**config.mk**
```make
export PLATFORM = sky130hd
export DESIGN_NAME = mmio_timer_periph_flat
export DESIGN_NICKNAME = d
export VERILOG_FILES = /design/src/rtl/timer_pkg.sv /design/src/rtl/mmio_timer_periph_if.sv /design/src/rtl/timer_prescaler.sv /design/src/rtl/mmio_timer_periph.sv /design/src/flat_wrapper.sv
export SDC_FILE = /design/constraint.sdc
export NUM_CORES = 1
export LEC_CHECK = 0
export CAP_MARGIN = 15
export CORE_ASPECT_RATIO = 0.6
export CORE_MARGIN = 2
export CORE_UTILIZATION = 35
export CTS_BUF_LIST = sky130_fd_sc_hd__clkbuf_8
export CTS_CLUSTER_SIZE = 40
export DETAILED_ROUTE_END_ITERATION = 8
export PLACE_DENSITY_LB_ADDON = 0.12
export SLEW_MARGIN = 20
export SYNTH_ARGS = -nofsm -noshare
export SYNTH_HDL_FRONTEND = slang
export SYNTH_SLANG_ARGS = --single-unit
export TNS_END_PERCENT = 5
```
**constraint.sdc**
```tcl
create_clock -name clk -period 2.9 [get_ports clk]
set_clock_uncertainty 0.1 [all_clocks]
set_input_delay 0.725 -clock clk [delete_from_list [all_inputs] [get_ports clk]]
set_output_delay 0.725 -clock clk [all_outputs]
set_load 0.05 [all_outputs]
```
**src/rtl/timer_pkg.sv**
```systemverilog
// Shared constants and types for the memory-mapped timer peripheral.
// Offsets are word indices, matching Address[4:2].
package timer_pkg;

  localparam logic [2:0] TH_OFS      = 3'd0;
  localparam logic [2:0] TL_OFS      = 3'd1;
  localparam logic [2:0] TCON_OFS    = 3'd2;
  localparam logic [2:0] SYSTICK_OFS = 3'd5;

  localparam int EN_BIT      = 0;
  localparam int IE_BIT      = 1;
  localparam int IF_BIT      = 2;
  localparam int ONESHOT_BIT = 3;

  typedef enum logic {
    IDLE  = 1'b0,
    COUNT = 1'b1
  } state_t;

endpackage

```
**src/rtl/mmio_timer_periph_if.sv**
```systemverilog
// MEM-stage load/store bus between the CPU (master) and a peripheral (slave).
interface mmio_timer_periph_if;

  logic        MemRead;
  logic        MemWrite;
  logic [31:0] Address;
  logic [31:0] Write_data;
  logic [31:0] Read_data;

  modport master (
    output MemRead,
    output MemWrite,
    output Address,
    output Write_data,
    input  Read_data
  );

  modport slave (
    input  MemRead,
    input  MemWrite,
    input  Address,
    input  Write_data,
    output Read_data
  );

endinterface

```
**src/rtl/timer_prescaler.sv**
```systemverilog
// Divides clk by PRESCALE while run is high; tick marks the last count.
module timer_prescaler #(
  parameter int PRESCALE = 1
) (
  input  logic clk,
  input  logic reset,
  input  logic run,
  output logic tick
);

  localparam int CW = $clog2(PRESCALE) + 1;
  localparam logic [CW-1:0] LAST = CW'(PRESCALE - 1);

  logic [CW-1:0] r_cnt;

  assign tick = run && (r_cnt == LAST);

  // Stopping the timer parks the count at 0 so a restart always waits a full period.
  always_ff @(posedge clk or posedge reset) begin
    if (reset) begin
      r_cnt <= '0;
    end else if (!run || tick) begin
      r_cnt <= '0;
    end else begin
      r_cnt <= r_cnt + 1'b1;
    end
  end

endmodule

```
**src/rtl/mmio_timer_periph.sv**
```systemverilog
// Memory-mapped reloadable timer with prescaler, one-shot mode and level irq.
// Optional free-running SYSTICK counter at offset 0x14 when TIMER_SYSTICK_EN is defined.
module mmio_timer_periph
  import timer_pkg::*;
#(
  parameter logic [31:0] BASE_ADDR = 32'h4000_0000,
  parameter int          PRESCALE  = 1
) (
  input  logic                       clk,
  input  logic                       reset,
  mmio_timer_periph_if.slave         bus,
  output logic                       irq
);

  state_t      r_state;
  logic [31:0] r_th;
  logic [31:0] r_tl;
  logic        r_ie;
  logic        r_if;
  logic        r_oneshot;
  logic        r_irq;

  logic        w_hit;
  logic [2:0]  w_ofs;
  logic        w_wr_th;
  logic        w_wr_tl;
  logic        w_wr_tcon;
  logic        w_tick;
  logic        w_ovf;
  logic        w_ie_nxt;
  logic        w_if_nxt;
  logic [31:0] w_tcon;
  logic [31:0] w_systick;
  logic [31:0] w_rdata;
  logic        w_unused;

  assign w_hit     = (bus.Address[31:5] == BASE_ADDR[31:5]);
  assign w_ofs     = bus.Address[4:2];
  assign w_unused  = &{1'b0, bus.Address[1:0]};
  assign w_wr_th   = bus.MemWrite && w_hit && (w_ofs == TH_OFS);
  assign w_wr_tl   = bus.MemWrite && w_hit && (w_ofs == TL_OFS);
  assign w_wr_tcon = bus.MemWrite && w_hit && (w_ofs == TCON_OFS);

  timer_prescaler #(
    .PRESCALE (PRESCALE)
  ) u_prescaler (
    .clk   (clk),
    .reset (reset),
    .run   (r_state == COUNT),
    .tick  (w_tick)
  );

  // A CPU write to TL on the same edge suppresses both the increment and the overflow.
  assign w_ovf = w_tick && (r_tl == 32'hFFFF_FFFF) && !w_wr_tl;

  // Hardware setting IF beats a software write-1-to-clear on the same edge.
  always_comb begin
    w_ie_nxt = w_wr_tcon ? bus.Write_data[IE_BIT] : r_ie;
    w_if_nxt = (r_if && !(w_wr_tcon && bus.Write_data[IF_BIT])) || w_ovf;
  end

  always_ff @(posedge clk or posedge reset) begin
    if (reset) begin
      r_th <= '0;
      r_tl <= '0;
    end else begin
      if (w_wr_th) begin
        r_th <= bus.Write_data;
      end
      if (w_wr_tl) begin
        r_tl <= bus.Write_data;
      end else if (w_ovf) begin
        r_tl <= r_th;
      end else if (w_tick) begin
        r_tl <= r_tl + 32'd1;
      end
    end
  end

  always_ff @(posedge clk or posedge reset) begin
    if (reset) begin
      r_state   <= IDLE;
      r_ie      <= 1'b0;
      r_if      <= 1'b0;
      r_oneshot <= 1'b0;
      r_irq     <= 1'b0;
    end else begin
      case (r_state)
        IDLE: begin
          if (w_wr_tcon && bus.Write_data[EN_BIT]) begin
            r_state <= COUNT;
          end
        end
        COUNT: begin
          if ((w_wr_tcon && !bus.Write_data[EN_BIT]) || (w_ovf && r_oneshot)) begin
            r_state <= IDLE;
          end
        end
        default: r_state <= IDLE;
      endcase
      if (w_wr_tcon) begin
        r_oneshot <= bus.Write_data[ONESHOT_BIT];
      end
      r_ie  <= w_ie_nxt;
      r_if  <= w_if_nxt;
      r_irq <= w_ie_nxt && w_if_nxt;
    end
  end

`ifdef TIMER_SYSTICK_EN
  logic [31:0] r_systick;

  always_ff @(posedge clk or posedge reset) begin
    if (reset) begin
      r_systick <= '0;
    end else begin
      r_systick <= r_systick + 32'd1;
    end
  end

  assign w_systick = r_systick;
`else
  assign w_systick = '0;
`endif

  always_comb begin
    w_tcon              = '0;
    w_tcon[EN_BIT]      = (r_state == COUNT);
    w_tcon[IE_BIT]      = r_ie;
    w_tcon[IF_BIT]      = r_if;
    w_tcon[ONESHOT_BIT] = r_oneshot;
  end

  // Reads return pre-write register contents when a store hits the same cycle.
  always_comb begin
    w_rdata = '0;
    if (bus.MemRead && w_hit) begin
      case (w_ofs)
        TH_OFS:      w_rdata = r_th;
        TL_OFS:      w_rdata = r_tl;
        TCON_OFS:    w_rdata = w_tcon;
        SYSTICK_OFS: w_rdata = w_systick;
        default:     w_rdata = '0;
      endcase
    end
  end

  assign bus.Read_data = w_rdata;
  assign irq           = r_irq;

endmodule

```
**src/flat_wrapper.sv**
```systemverilog
// flat-port wrapper written by rule: the top's interface ports become plain ports
module mmio_timer_periph_flat import timer_pkg::*;
#(
  parameter logic [31:0] BASE_ADDR = 32'h4000_0000,
  parameter int          PRESCALE  = 1
)
  (clk, reset, irq, bus_MemRead, bus_MemWrite, bus_Address, bus_Write_data, bus_Read_data);
  mmio_timer_periph_if bus_i ();
  input  logic clk;
  input  logic reset;
  output logic irq;
  input wire logic [$bits(bus_i.MemRead)-1:0] bus_MemRead;
  input wire logic [$bits(bus_i.MemWrite)-1:0] bus_MemWrite;
  input wire logic [$bits(bus_i.Address)-1:0] bus_Address;
  input wire logic [$bits(bus_i.Write_data)-1:0] bus_Write_data;
  output wire logic [$bits(bus_i.Read_data)-1:0] bus_Read_data;
  assign bus_i.MemRead = bus_MemRead;
  assign bus_i.MemWrite = bus_MemWrite;
  assign bus_i.Address = bus_Address;
  assign bus_i.Write_data = bus_Write_data;
  assign bus_Read_data = bus_i.Read_data;
  mmio_timer_periph #(.BASE_ADDR(BASE_ADDR), .PRESCALE(PRESCALE)) u_core (.clk(clk), .reset(reset), .bus(bus_i), .irq(irq));
endmodule
```
==> parameters.txt <==
Parameter                              Value

Power
  Cell Int Power ... between 0.0015 and 0.002 W
  Max rail drop VDD ... about 240 uV
  Areal power density over the cells ... between 200 and 300 nW/um^2
  Sequential share of power ... a little under half
  Share of power burned in the clock network ... between 40 and 50%
  Proportion of total power due to net switching ... between 20% and 30%
  Psw ... around 0.0005 W
  Leakage power ... between 2 and 3 nW
  Combinational share of power ... between 10% and 20%
  Pwr Total ... between 0.002 and 0.0025 W

Final layout
  Layout overhead on the synthesized area ... 61.97%
  Fraction of layout cells with a size suffix above 1 ... between 30 and 40%
  Total non-filler cell area in the finished layout ... a little over 7000 sq um
  Register area ... around 1800 sq um
  Number of fill cells ... approximately 1.1k
  Multi-input logic area ... 2848 sq um
  Count of nets after finishing ... 699

Critical path
  Critical path fanouts, max ... 6
  Required time of the worst setup path ... around 2100 ps
  Startpoint types ... primary input
  Slowest cell on the critical path ... sky130_fd_sc_hd__nor4_4
  Start-to-end type of the worst setup path ... primary input to primary output
  CP Capture Type ... primary output
  Arrival time of data at the critical path endpoint ... 2250 ps
  Slowest stage delay, CP ... about 260 ps
  Cell Chain, Critical Path ... buf_6, nor4_4, nand4_1, nor2_2, nand4b_1, buf_6, clkbuf_16, nor2_4, buf_12
  Slack of the worst reg-to-reg path ... 290 ps
  Dominant cell type by count on the critical path ... sky130_fd_sc_hd__buf_6

Route
  Initial DRC count ... around 500
  Length of the first detailed-routing pass in iterations ... 5
  Via count ... between 4k and 5k
  DRT Wirelength ... around 15 mm
  Residual DRC count ... 0
  Antenna Nets Post-Route ... 0
  Routed length per instance ... approximately 19 microns
  Via/cell ratio ... 5.592

Place
  Global placer's final weighted congestion ... between 0.8 and 0.9
  Placement-stage cell area ... roughly 6300 sq um
  Detail Placement HPWL ... about 10 mm
  Buffers on Ports ... 98

Clock network
  Htree depth ... 3
  Inserted Clock Buffers ... 9
  TritonCTS sink count ... 70
  Worst-case clock buffer depth ... 2
  Worst-skew pair later-pin latency ... 360 ps
  TritonCTS clock tree ... yes
  Clock-pin slew reported for the worst setup and hold paths after clock tree synthesis ... 80 ps
  Root buf cell ... sky130_fd_sc_hd__clkbuf_8

STA
  Worst setup margin ... -176.7 ps
  Final hold slack ... approximately 400 ps
  Endpoints failing hold ... 0
  Max Clock Freq ... ~330 MHz
  Slew HR ... between 60% and 70%
  Worst slew pin tran ... about 530 ps
  Fin Setup TNS ... -4848 ps
  Share of the clock period used by the worst path ... 106.1%
  RSZ-0062 raised after global routing ... yes
  Final period demand of the worst path ... approximately 3000 ps
  Max-slew violations ... 0
  Count of final setup violators ... 32

Global route
  Number of global-route vias before repair ... 4412
  Wire length of the first global-routing pass ... ~25 mm
  Initial antenna violation count ... 0
  Remaining global-route overflow ... 0
  All-Layer GR Usage ... 23.29%
  Pin count of the biggest net entering global routing ... 71

Yosys
  Commonest register cell after synthesis ... sky130_fd_sc_hd__dfrtp_1
  Number of register bits inferred by synthesis ... 70
  Net Count, Synth ... 556
  Cell area after technology mapping ... between 4000 and 5000 sq um
  Mean instance size in the synthesized netlist ... ~9 sq um
  Library cell occupying the most area in the post-synthesis netlist ... sky130_fd_sc_hd__dfrtp_1
  Sequential share of the synthesized area ... a little over 40%
  Count of synthesis-stage warnings from yosys ... 0
  Cell count after synthesis ... around 500
  Share of async-settable or async-resettable flops after synthesis ... 100.0%
  Count of unique library cells instantiated by Yosys ... 53
  Yosys top cell area share ... between 40% and 50%
  EDFF count, synth ... 0
  Top area cells in the synthesized netlist ... sky130_fd_sc_hd__dfrtp_1, sky130_fd_sc_hd__mux2_2, sky130_fd_sc_hd__nor2_1, sky130_fd_sc_hd__a22oi_1, sky130_fd_sc_hd__nand2_1

Floorplanning
  Height of the die ... 90.39 microns
  Boundary Pins ... around 100
  Floorplan row count ... 31
  Initial core utilization ... 35.97%
  Horizontal die dimension ... between 100 and 150 microns
  Total die area ... around 13000 sq um
  Core area ... 12100 sq um

Run status
  Violations in the final reports ... setup timing
  Outcome ... finished, violations left

Worst hold path
  Class of the tightest hold or removal check ... flip-flop to flip-flop

Job
  Maxcap violations ... 0
-- sequential cells by signal, indices dropped and copies added, names as in the netlist --
register and count:
u_core.r_ie 1, u_core.r_if 1, u_core.u_prescaler.r_cnt 1, u_core.r_th 32, u_core.r_state 1, u_core.irq 1
u_core.r_tl 32, u_core.r_oneshot 1
-- worst max-delay path: cells and delay by family --
kind,cells,cell delay (ps)
buffers and inverters,4,620
AND/OR/NAND/NOR,5,890
-- cell type report --
class	count	share of cell area, %
antenna	1	0.03549
clock buffer	10	1.952
clock inverter	6	1.207
inverter	5	0.2662
multi-input combinational	378	40.39
sequential	70	24.84
tap	165	2.928
timing repair buffer	166	28.38
-- layout by cell type, fill, tap and decap left out, types with 5 or more instances in the layout --
master,instances
sky130_fd_sc_hd__a211oi_1,9
sky130_fd_sc_hd__a31oi_1,11
sky130_fd_sc_hd__o31ai_1,5
sky130_fd_sc_hd__and4_1,7
sky130_fd_sc_hd__buf_2,12
sky130_fd_sc_hd__nor3_1,13
sky130_fd_sc_hd__nor2_4,32
sky130_fd_sc_hd__a22oi_2,12
sky130_fd_sc_hd__a22oi_1,16
sky130_fd_sc_hd__a21o_1,9
sky130_fd_sc_hd__mux2_2,35
sky130_fd_sc_hd__a21oi_1,14
sky130_fd_sc_hd__buf_6,13
sky130_fd_sc_hd__buf_4,46
sky130_fd_sc_hd__clkdlybuf4s15_1,5
sky130_fd_sc_hd__dfrtp_1,70
sky130_fd_sc_hd__clkdlybuf4s50_1,36
sky130_fd_sc_hd__buf_12,42
sky130_fd_sc_hd__nand2_1,43
sky130_fd_sc_hd__dlygate4sd2_1,6
sky130_fd_sc_hd__clkbuf_8,10
sky130_fd_sc_hd__o21ai_0,16
sky130_fd_sc_hd__nand4_1,15
sky130_fd_sc_hd__mux2i_1,13
sky130_fd_sc_hd__nor2_1,34
sky130_fd_sc_hd__nand3_1,20
sky130_fd_sc_hd__xnor2_1,13
sky130_fd_sc_hd__o211ai_1,6
-- routing by layer --
metal | GRT usage (%) | wire length [microns]
met4 | 5.635 | 222
met5 | 0 | 0
met1 | 36.40 | 7586
met2 | 31.29 | 6385
met3 | 6.263 | 1054
-- worst paths after layout --
kind	end	start	cells past startpoint
min in group asynchronous	u_core.irq	reset	3
min	u_core.r_state	u_core.r_oneshot	1
max	bus_Read_data[12]	bus_Address[23]	9
min reg2reg	u_core.r_state	u_core.r_oneshot	1
max in group asynchronous	u_core.u_prescaler.r_cnt	reset	3
max reg2reg	u_core.r_tl[15]	u_core.r_tl[0]	7
-- through the flow --
stage               std cells  setup WS, ps  utilization [%]
global placement          756        -601.9            52.17
global route              800        -265.7            58.24
finish                    801        -176.7            58.26
floorplan                 487        -109.4                -
CTS                       798        -122.4            57.50
detailed placement        756        -564.0            52.17
-- cell usage after synthesis (2+ instances only) --
library cell                n
sky130_fd_sc_hd__a211oi_1   9
sky130_fd_sc_hd__a21o_1     9
sky130_fd_sc_hd__a21oi_1   15
sky130_fd_sc_hd__a22oi_1   28
sky130_fd_sc_hd__a31oi_1   11
sky130_fd_sc_hd__a41o_1     3
sky130_fd_sc_hd__and2_1     2
sky130_fd_sc_hd__and3_1     4
sky130_fd_sc_hd__and4_1     7
sky130_fd_sc_hd__buf_1      4
sky130_fd_sc_hd__buf_2      7
sky130_fd_sc_hd__clkbuf_1  19
sky130_fd_sc_hd__clkbuf_2   3
sky130_fd_sc_hd__dfrtp_1   70
sky130_fd_sc_hd__inv_1      5
sky130_fd_sc_hd__mux2_2    35
sky130_fd_sc_hd__mux2i_1   13
sky130_fd_sc_hd__nand2_1   43
sky130_fd_sc_hd__nand3_1   20
sky130_fd_sc_hd__nand4_1   15
sky130_fd_sc_hd__nor2_1    68
sky130_fd_sc_hd__nor2b_1    2
sky130_fd_sc_hd__nor3_1    14
sky130_fd_sc_hd__nor4_1     9
sky130_fd_sc_hd__o211ai_1   6
sky130_fd_sc_hd__o21ai_0   17
sky130_fd_sc_hd__o31ai_1    5
sky130_fd_sc_hd__or3_1      4
sky130_fd_sc_hd__or4_1      2
sky130_fd_sc_hd__xnor2_1   13
sky130_fd_sc_hd__xor2_1     3
-- cells by family (layout without fill, tap and decap cells) --
kind of cell	Yosys count	in the layout	synth area share (%)
AO/OA/AOI/OAI	112	112	17.51
flip-flops	70	70	40.24
other	1	2	0.08615
multiplexers	48	48	12.04
XOR/XNOR	16	16	3.219
AND/OR/NAND/NOR	200	200	22.88
buffers and inverters	39	187	3.737
adder cells (fa/ha/maj)	1	1	0.2874
-- power by group through the flow --
| stage | clock network (W) | logic [W] | registers [W] |
|---|---|---|---|
| 4_1_cts | 0.000920 | 0.000210 | 0.000976 |
| 2_1_floorplan | 0 | 0.0000533 | 0.000996 |
| 3_3_place_gp | 0 | 0.000184 | 0.000996 |
| 6_report | 0.000900 | 0.000214 | 0.000976 |
| 3_5_place_dp | 0 | 0.000185 | 0.000996 |
| 5_1_grt | 0.000961 | 0.000229 | 0.000976 |
-- timing repair --
| item | CTS | global route |
|---|---|---|
| hold buffers | 0 | 0 |
| gates cloned | 4 | 1 |
| setup endpoints to repair | 32 | 55 |
| endpoints found under the hold margin | 0 | 0 |
| pin swaps | 27 | 20 |
| buffers inserted | 22 | 1 |
| gates resized for setup | 116 | 14 |
Note: power is estimated with default switching activity, not from simulation.
